File: config.mk
export PLATFORM = sky130hd
export DESIGN_NAME = cmsdk_apb_multi_timer_flat
export DESIGN_NICKNAME = d
export VERILOG_FILES = /design/src/rtl/cmsdk_apb_multi_timer_if.sv /design/src/rtl/cmsdk_apb_multi_timer.sv /design/src/flat_wrapper.sv
export SDC_FILE = /design/constraint.sdc
export NUM_CORES = 1
export LEC_CHECK = 0
export CAP_MARGIN = 20
export CORE_MARGIN = 2
export CORE_UTILIZATION = 50
export CTS_BUF_LIST = sky130_fd_sc_hd__clkbuf_4 sky130_fd_sc_hd__clkbuf_8
export DETAILED_ROUTE_END_ITERATION = 16
export PLACE_DENSITY = 0.71
export REMOVE_ABC_BUFFERS = 1
export SKIP_LAST_GASP = 1
export SLEW_MARGIN = 20
export SYNTH_ARGS = -nofsm -noshare
export SYNTH_HDL_FRONTEND = slang
export SYNTH_SLANG_ARGS = --single-unit
File: constraint.sdc
create_clock -name PCLK -period 9 [get_ports PCLK]
set_input_delay 1.8 -clock PCLK [delete_from_list [all_inputs] [get_ports PCLK]]
set_output_delay 1.8 -clock PCLK [all_outputs]
set_load 0.02 [all_outputs]
File: src/rtl/cmsdk_apb_multi_timer_if.sv
// APB slave bus bundle for the multi-channel timer.
// PCLK/PRESET stay as plain ports on the timer itself.
interface cmsdk_apb_multi_timer_if;
    logic        PSEL;
    logic [9:0]  PADDR;
    logic        PENABLE;
    logic        PWRITE;
    logic [31:0] PWDATA;
    logic [31:0] PRDATA;
    logic        PREADY;
    logic        PSLVERR;

    modport master (
        output PSEL, PADDR, PENABLE, PWRITE, PWDATA,
        input  PRDATA, PREADY, PSLVERR
    );

    modport slave (
        input  PSEL, PADDR, PENABLE, PWRITE, PWDATA,
        output PRDATA, PREADY, PSLVERR
    );
endinterface

File: src/rtl/cmsdk_apb_multi_timer.sv
// Multi-channel APB down-counter timer: NUM_CH channels sharing one prescaler,
// each with periodic/one-shot mode, EXTIN gating or edge clocking, and a masked interrupt.
module cmsdk_apb_multi_timer #(
    parameter int NUM_CH     = 2,
    parameter int CNT_W      = 32,
    parameter int PRESCALE_W = 8
) (
    input  logic                  PCLK,
    input  logic                  PRESET,
    cmsdk_apb_multi_timer_if.slave apb,
    input  logic [NUM_CH-1:0]     EXTIN,
    output logic [NUM_CH-1:0]     TIMERINT,
    output logic                  TIMERINT_COMB
);
    localparam int EN = 0, EXTGATE = 1, EXTCLK = 2, IE = 3, ONESHOT = 4;

    logic [PRESCALE_W-1:0] prescale_q, prescale_d, pcnt_q, pcnt_d;
    logic [4:0]            ctrl_q   [NUM_CH];
    logic [4:0]            ctrl_d   [NUM_CH];
    logic [CNT_W-1:0]      value_q  [NUM_CH];
    logic [CNT_W-1:0]      value_d  [NUM_CH];
    logic [CNT_W-1:0]      reload_q [NUM_CH];
    logic [CNT_W-1:0]      reload_d [NUM_CH];
    logic [NUM_CH-1:0]     intstat_q, intstat_d, timerint_q, timerint_d;
    logic [NUM_CH-1:0]     sync1_q, sync1_d, sync2_q, sync2_d, dly_q, dly_d;

    logic                  wr_en, rd_en, sel_prescale, sel_intall, tick;
    logic [NUM_CH-1:0]     sel_ch, rise, dec;
    logic [31:0]           rdata;

    always_comb begin
        wr_en        = apb.PSEL & apb.PENABLE & apb.PWRITE;
        rd_en        = apb.PSEL & apb.PENABLE & ~apb.PWRITE;
        sel_prescale = (apb.PADDR == 10'h040);
        sel_intall   = (apb.PADDR == 10'h041);
        tick         = (pcnt_q == prescale_q);
        sel_ch       = '0;
        rise         = '0;
        dec          = '0;
        for (int n = 0; n < NUM_CH; n++) begin
            // Channel slots are 16 bytes apart in the low 256-byte window
            sel_ch[n] = (apb.PADDR[9:6] == 4'd0) && (apb.PADDR[5:2] == 4'(n));
            rise[n]   = sync2_q[n] & ~dly_q[n];
            dec[n]    = ctrl_q[n][EN] && tick &&
                        (!ctrl_q[n][EXTGATE] || sync2_q[n]) &&
                        (!ctrl_q[n][EXTCLK]  || rise[n]);
        end
    end

    always_comb begin
        prescale_d = prescale_q;
        pcnt_d     = tick ? '0 : pcnt_q + PRESCALE_W'(1);
        if (wr_en && sel_prescale) begin
            prescale_d = apb.PWDATA[PRESCALE_W-1:0];
            pcnt_d     = '0;
        end
        sync1_d    = EXTIN;
        sync2_d    = sync1_q;
        dly_d      = sync2_q;
        intstat_d  = intstat_q;
        timerint_d = '0;
        for (int n = 0; n < NUM_CH; n++) begin
            ctrl_d[n]   = ctrl_q[n];
            value_d[n]  = value_q[n];
            reload_d[n] = reload_q[n];
            timerint_d[n] = intstat_q[n] & ctrl_q[n][IE];
            if (wr_en && sel_ch[n] && apb.PADDR[1:0] == 2'd3 && apb.PWDATA[0])
                intstat_d[n] = 1'b0;
            // Counter event first so that bus writes below take priority over it
            if (dec[n]) begin
                if (value_q[n] != '0) begin
                    value_d[n] = value_q[n] - CNT_W'(1);
                end else if (ctrl_q[n][ONESHOT]) begin
                    intstat_d[n]  = 1'b1;
                    ctrl_d[n][EN] = 1'b0;
                end else begin
                    value_d[n]   = reload_q[n];
                    intstat_d[n] = 1'b1;
                end
            end
            if (wr_en && sel_ch[n]) begin
                case (apb.PADDR[1:0])
                    2'd0:    ctrl_d[n]   = apb.PWDATA[4:0];
                    2'd1:    value_d[n]  = apb.PWDATA[CNT_W-1:0];
                    2'd2:    reload_d[n] = apb.PWDATA[CNT_W-1:0];
                    default: ;
                endcase
            end
        end
    end

    always_comb begin
        rdata = '0;
        if (rd_en) begin
            for (int n = 0; n < NUM_CH; n++) begin
                if (sel_ch[n]) begin
                    case (apb.PADDR[1:0])
                        2'd0:    rdata = {27'd0, ctrl_q[n]};
                        2'd1:    rdata = 32'(value_q[n]);
                        2'd2:    rdata = 32'(reload_q[n]);
                        default: rdata = {31'd0, intstat_q[n]};
                    endcase
                end
            end
            if (sel_prescale) rdata = 32'(prescale_q);
            if (sel_intall)   rdata = 32'(intstat_q);
        end
    end

    always_ff @(posedge PCLK) begin
        if (PRESET) begin
            prescale_q <= '0;
            pcnt_q     <= '0;
            intstat_q  <= '0;
            timerint_q <= '0;
            sync1_q    <= '0;
            sync2_q    <= '0;
            dly_q      <= '0;
            for (int n = 0; n < NUM_CH; n++) begin
                ctrl_q[n]   <= '0;
                value_q[n]  <= '0;
                reload_q[n] <= '0;
            end
        end else begin
            prescale_q <= prescale_d;
            pcnt_q     <= pcnt_d;
            intstat_q  <= intstat_d;
            timerint_q <= timerint_d;
            sync1_q    <= sync1_d;
            sync2_q    <= sync2_d;
            dly_q      <= dly_d;
            ctrl_q     <= ctrl_d;
            value_q    <= value_d;
            reload_q   <= reload_d;
        end
    end

    assign apb.PRDATA  = rdata;
    assign apb.PREADY  = 1'b1;
    assign apb.PSLVERR = 1'b0;
    assign TIMERINT      = timerint_q;
    assign TIMERINT_COMB = |timerint_q;
endmodule

File: src/flat_wrapper.sv
// flat-port wrapper written by rule: the top's interface ports become plain ports
module cmsdk_apb_multi_timer_flat 
#(
    parameter int NUM_CH     = 2,
    parameter int CNT_W      = 32,
    parameter int PRESCALE_W = 8
)
  (PCLK, PRESET, EXTIN, TIMERINT, TIMERINT_COMB, apb_PSEL, apb_PADDR, apb_PENABLE, apb_PWRITE, apb_PWDATA, apb_PRDATA, apb_PREADY, apb_PSLVERR);
  cmsdk_apb_multi_timer_if apb_i ();
  input  logic PCLK;
  input  logic PRESET;
  input  logic [NUM_CH-1:0] EXTIN;
  output logic [NUM_CH-1:0] TIMERINT;
  output logic TIMERINT_COMB;
  input wire logic [$bits(apb_i.PSEL)-1:0] apb_PSEL;
  input wire logic [$bits(apb_i.PADDR)-1:0] apb_PADDR;
  input wire logic [$bits(apb_i.PENABLE)-1:0] apb_PENABLE;
  input wire logic [$bits(apb_i.PWRITE)-1:0] apb_PWRITE;
  input wire logic [$bits(apb_i.PWDATA)-1:0] apb_PWDATA;
  output wire logic [$bits(apb_i.PRDATA)-1:0] apb_PRDATA;
  output wire logic [$bits(apb_i.PREADY)-1:0] apb_PREADY;
  output wire logic [$bits(apb_i.PSLVERR)-1:0] apb_PSLVERR;
  assign apb_i.PSEL = apb_PSEL;
  assign apb_i.PADDR = apb_PADDR;
  assign apb_i.PENABLE = apb_PENABLE;
  assign apb_i.PWRITE = apb_PWRITE;
  assign apb_i.PWDATA = apb_PWDATA;
  assign apb_PRDATA = apb_i.PRDATA;
  assign apb_PREADY = apb_i.PREADY;
  assign apb_PSLVERR = apb_i.PSLVERR;
  cmsdk_apb_multi_timer #(.NUM_CH(NUM_CH), .CNT_W(CNT_W), .PRESCALE_W(PRESCALE_W)) u_core (.PCLK(PCLK), .PRESET(PRESET), .apb(apb_i), .EXTIN(EXTIN), .TIMERINT(TIMERINT), .TIMERINT_COMB(TIMERINT_COMB));
endmodule
==> metrics.yaml <==
outcome:
  status: "complete, no violations"
sta:
  period_share: 0.7937
  setup_viol: 0
  final.setup_skew_ps: 14.99
  max_slew.worst_pin.slew_ps: 1133
  fmax_ghz: 0.1400
  drv_slew: 0
  hold_viol: 0
  maxSlewHeadroom: 0.2421
  period_minus_slack_ps: 7143
  rsz0062_at_grt: "false"
  setup-tns-final_ps: 0
clocking:
  post_cts_resized: 0
  cts_max_path_buffers: 2
  worstSkewPairLatency_ps: 480
  ctsHtreeMaxLevel: 4
  cts_tree: "done"
  path_clk_slew_ps: 90
  cts_made_buffers: 17
  cts_root_buf: "clkbuf_8"
  cts_sinks: 164
  postCtsSetupBuffers: 0
  cts_hold_buf: 0
synth:
  ys_ff_latch: 164
  ys_async_sr_fraction: 0
  syn_area_per_cell_um2: 7.273
  syn-cell-area_um2: 9906
  synth_cell_types: 73
  syn_inst: 1362
  ys_seq_area_frac: 0.3314
  yosys_most_used_dff: "dfxtp_1"
  synth_edf_count: 0
  yosysWarnings: 0
worst_hold_path:
  min_path_cells: 1
  worstHoldStart: "u_core.sync1_q[0]"
  worstHoldPathType: "reg -> reg"
  whs_endpoint: "u_core.dly_d[0]"
setup_path:
  arrival_ps: 5340
  r2r_end: "u_core.value_q[40]"
  r2r_start: "u_core.pcnt_q[2]"
  startpoint_type: "input pin"
  reg2regPathDepth: 7
  crit_chain: "clkdlybuf4s50_1, or4_1, nor3_1, nand3_1, nand2_1, nor2_1, clkdlybuf4s50_1"
  slowest_delay_ps: 740
  path_max_fanout: 23
  path_class: "in -> out"
  worst_path_most_repeated_cell: "clkdlybuf4s50_1"
  crit_family: "simple AND/OR/NAND/NOR gates"
  crit_buf_inv: 2
  slowest_stage: "nor3_1"
  rrSetupSlack_ps: 5340
  required_ps: 7200
  endpoint_kind: "output pin"
floorplanning:
  die_w_um: 144.8
  io_pins: 86
  start_util: 0.5090
  fp.coreArea_um2: 19460
  rows: 51
  dieArea_um2: 20950
  dieHeight_um: 144.8
placed_design:
  place_congestion: 0.9789
  postPlaceCellArea_um2: 10890
  hpwl_mm: 25.69
  portBuffers: 83
routing:
  ant_nets: 0
  avgViaCountPerCell: 6.552
  drt_iter0_drc: 1404
  post_drt_wl_per_cell_um: 22.27
  wirelength_mm: 37.06
  remaining_drc_errors: 0
  firstDrtPassIters: 6
  vias: 10903
layout:
  nNetsFinal: 1440
  final_layout_size_suffix_gt1_frac: 0.06719
  finish.instance_area_um2: 11310
  syn2layout_area_growth_pct: 14.15
  diodes: 0
  fillers: 1860
power:
  leakagePower_uw: 0.003957
  power.total_uw: 1399
  power_density_nw_per_um2: 123.7
  ir_worst_vdd_uv: 102.7
global_route:
  grt_max_degree: 68
  antenna_found_initial: 0
  grt_pass1_wl_mm: 56.85
  grt_pass1_vias: 9880
  grtUsageTotal: 0.3520
  overflow: 0
run:
  max_cap_violations: 0
Yosys cell counts (all sizes together) (5+ instances only):
cell type  instances  area, um2
mux2i             21      210.2
ha                 5      62.56
nor4              43      287.8
o211a              7      70.07
nand3b             5      37.54
and3              18      112.6
a211oi            21      157.7
xor2              21      183.9
a22oi             55      412.9
or3               21      131.4
buf               19      102.6
nor2b             10      62.56
a21oi            128      640.6
dfxtp            164       3283
nand3             53      265.3
a21o               6      45.04
nand4             12      75.07
or4               10      78.82
o21ai             74      370.4
a211o              5      43.79
o221ai             8      70.07
and4               7      61.31
o21a               7      52.55
a31oi              8      50.05
o211ai             6      45.04
nor2             146      550.5
clkbuf            86      322.8
o22ai              7      43.79
o21bai             5      37.54
o22a              23      201.4
or2                6      37.54
nor3              37      190.2
and2               8      50.05
nand2            219      822.0
nor3b              8      60.06
inv               19      71.32
logic make-up (layout without fill, tap and decap cells):
kind of cell             after synthesis  in the layout  synth area share
other                                  2              2         0.0007581
flip-flops                           164            164            0.3314
buffers and inverters                124            161           0.05014
adder cells (fa/ha/maj)                5              5          0.006316
XOR/XNOR                              24             24           0.02122
AO/OA/AOI/OAI                        406            406            0.2698
multiplexers                          24             24           0.02690
AND/OR/NAND/NOR                      613            613            0.2934
report_power, final:
group	internal (uW)	leakage, uW	total, uW	switching [uW]
logic	28.4	0.00243	87.9	59.5
registers	726	0.00132	727	0.627
clock network	255	0.000202	584	329
state kept, by name, summed over array words and instances (netlist names):
name               count
u_core.reload_q       64
u_core.prescale_q      8
u_core.pcnt_q          8
u_core.dly_q           2
u_core.intstat_q       2
u_core.dly_d           2
u_core.ctrl_q         10
u_core.value_q        64
u_core.TIMERINT        2
u_core.sync1_q         2
stage by stage:
stage	cells	worst slack (ps)	hold WS [ps]	utilization
2_1_floorplan	1257	2317	413.8	-
3_3_place_gp	1632	2010	428.0	0.5596
3_5_place_dp	1632	1966	431.4	0.5596
4_1_cts	1664	1968	453.7	0.5803
5_1_grt	1664	1695	476.6	0.5810
6_report	1664	1857	450.8	0.5810
cell usage in the layout (no fill, tap or decap), types with 32 or more instances in the layout:
cell,n
nand3_1,53
nor4_1,37
a22oi_1,55
nor2_1,144
o21ai_0,70
dfxtp_1,164
nand2_1,219
nor3_1,32
a21oi_1,128
clkdlybuf4s50_1,82
metal layers:
metal	vias up	GRT usage	part of all wire
met1	5036	0.4769	0.41
met3	141	0.06318	0.097
met4	0	0.1773	0.059
met5	-	0	0
met2	702	0.5375	0.43
li1	5024	-	-
how the worst max path moves through the flow:
stage | end | slack, ps | cells past startpoint | from
2_1_floorplan | apb_PRDATA[10] | 2320 | 4 | apb_PADDR[1]
3_3_place_gp | apb_PRDATA[15] | 2010 | 7 | apb_PADDR[9]
3_5_place_dp | apb_PRDATA[15] | 1970 | 7 | apb_PADDR[9]
4_1_cts | apb_PRDATA[31] | 1970 | 7 | apb_PADDR[9]
5_1_grt | apb_PRDATA[26] | 1700 | 7 | apb_PADDR[9]
6_report | apb_PRDATA[31] | 1860 | 7 | apb_PADDR[9]
area by class of cell:
type,count,area [um2],share of cell area
clock buffer,17,234.0,0.02069
clock inverter,15,168.9,0.01494
inverter,19,71.32,0.006307
multi-input combinational,1074,6187,0.5472
sequential,164,3283,0.2904
tap,265,331.6,0.02932
timing repair buffer,110,1031,0.09118
Power figures use the tool's default switching activity.
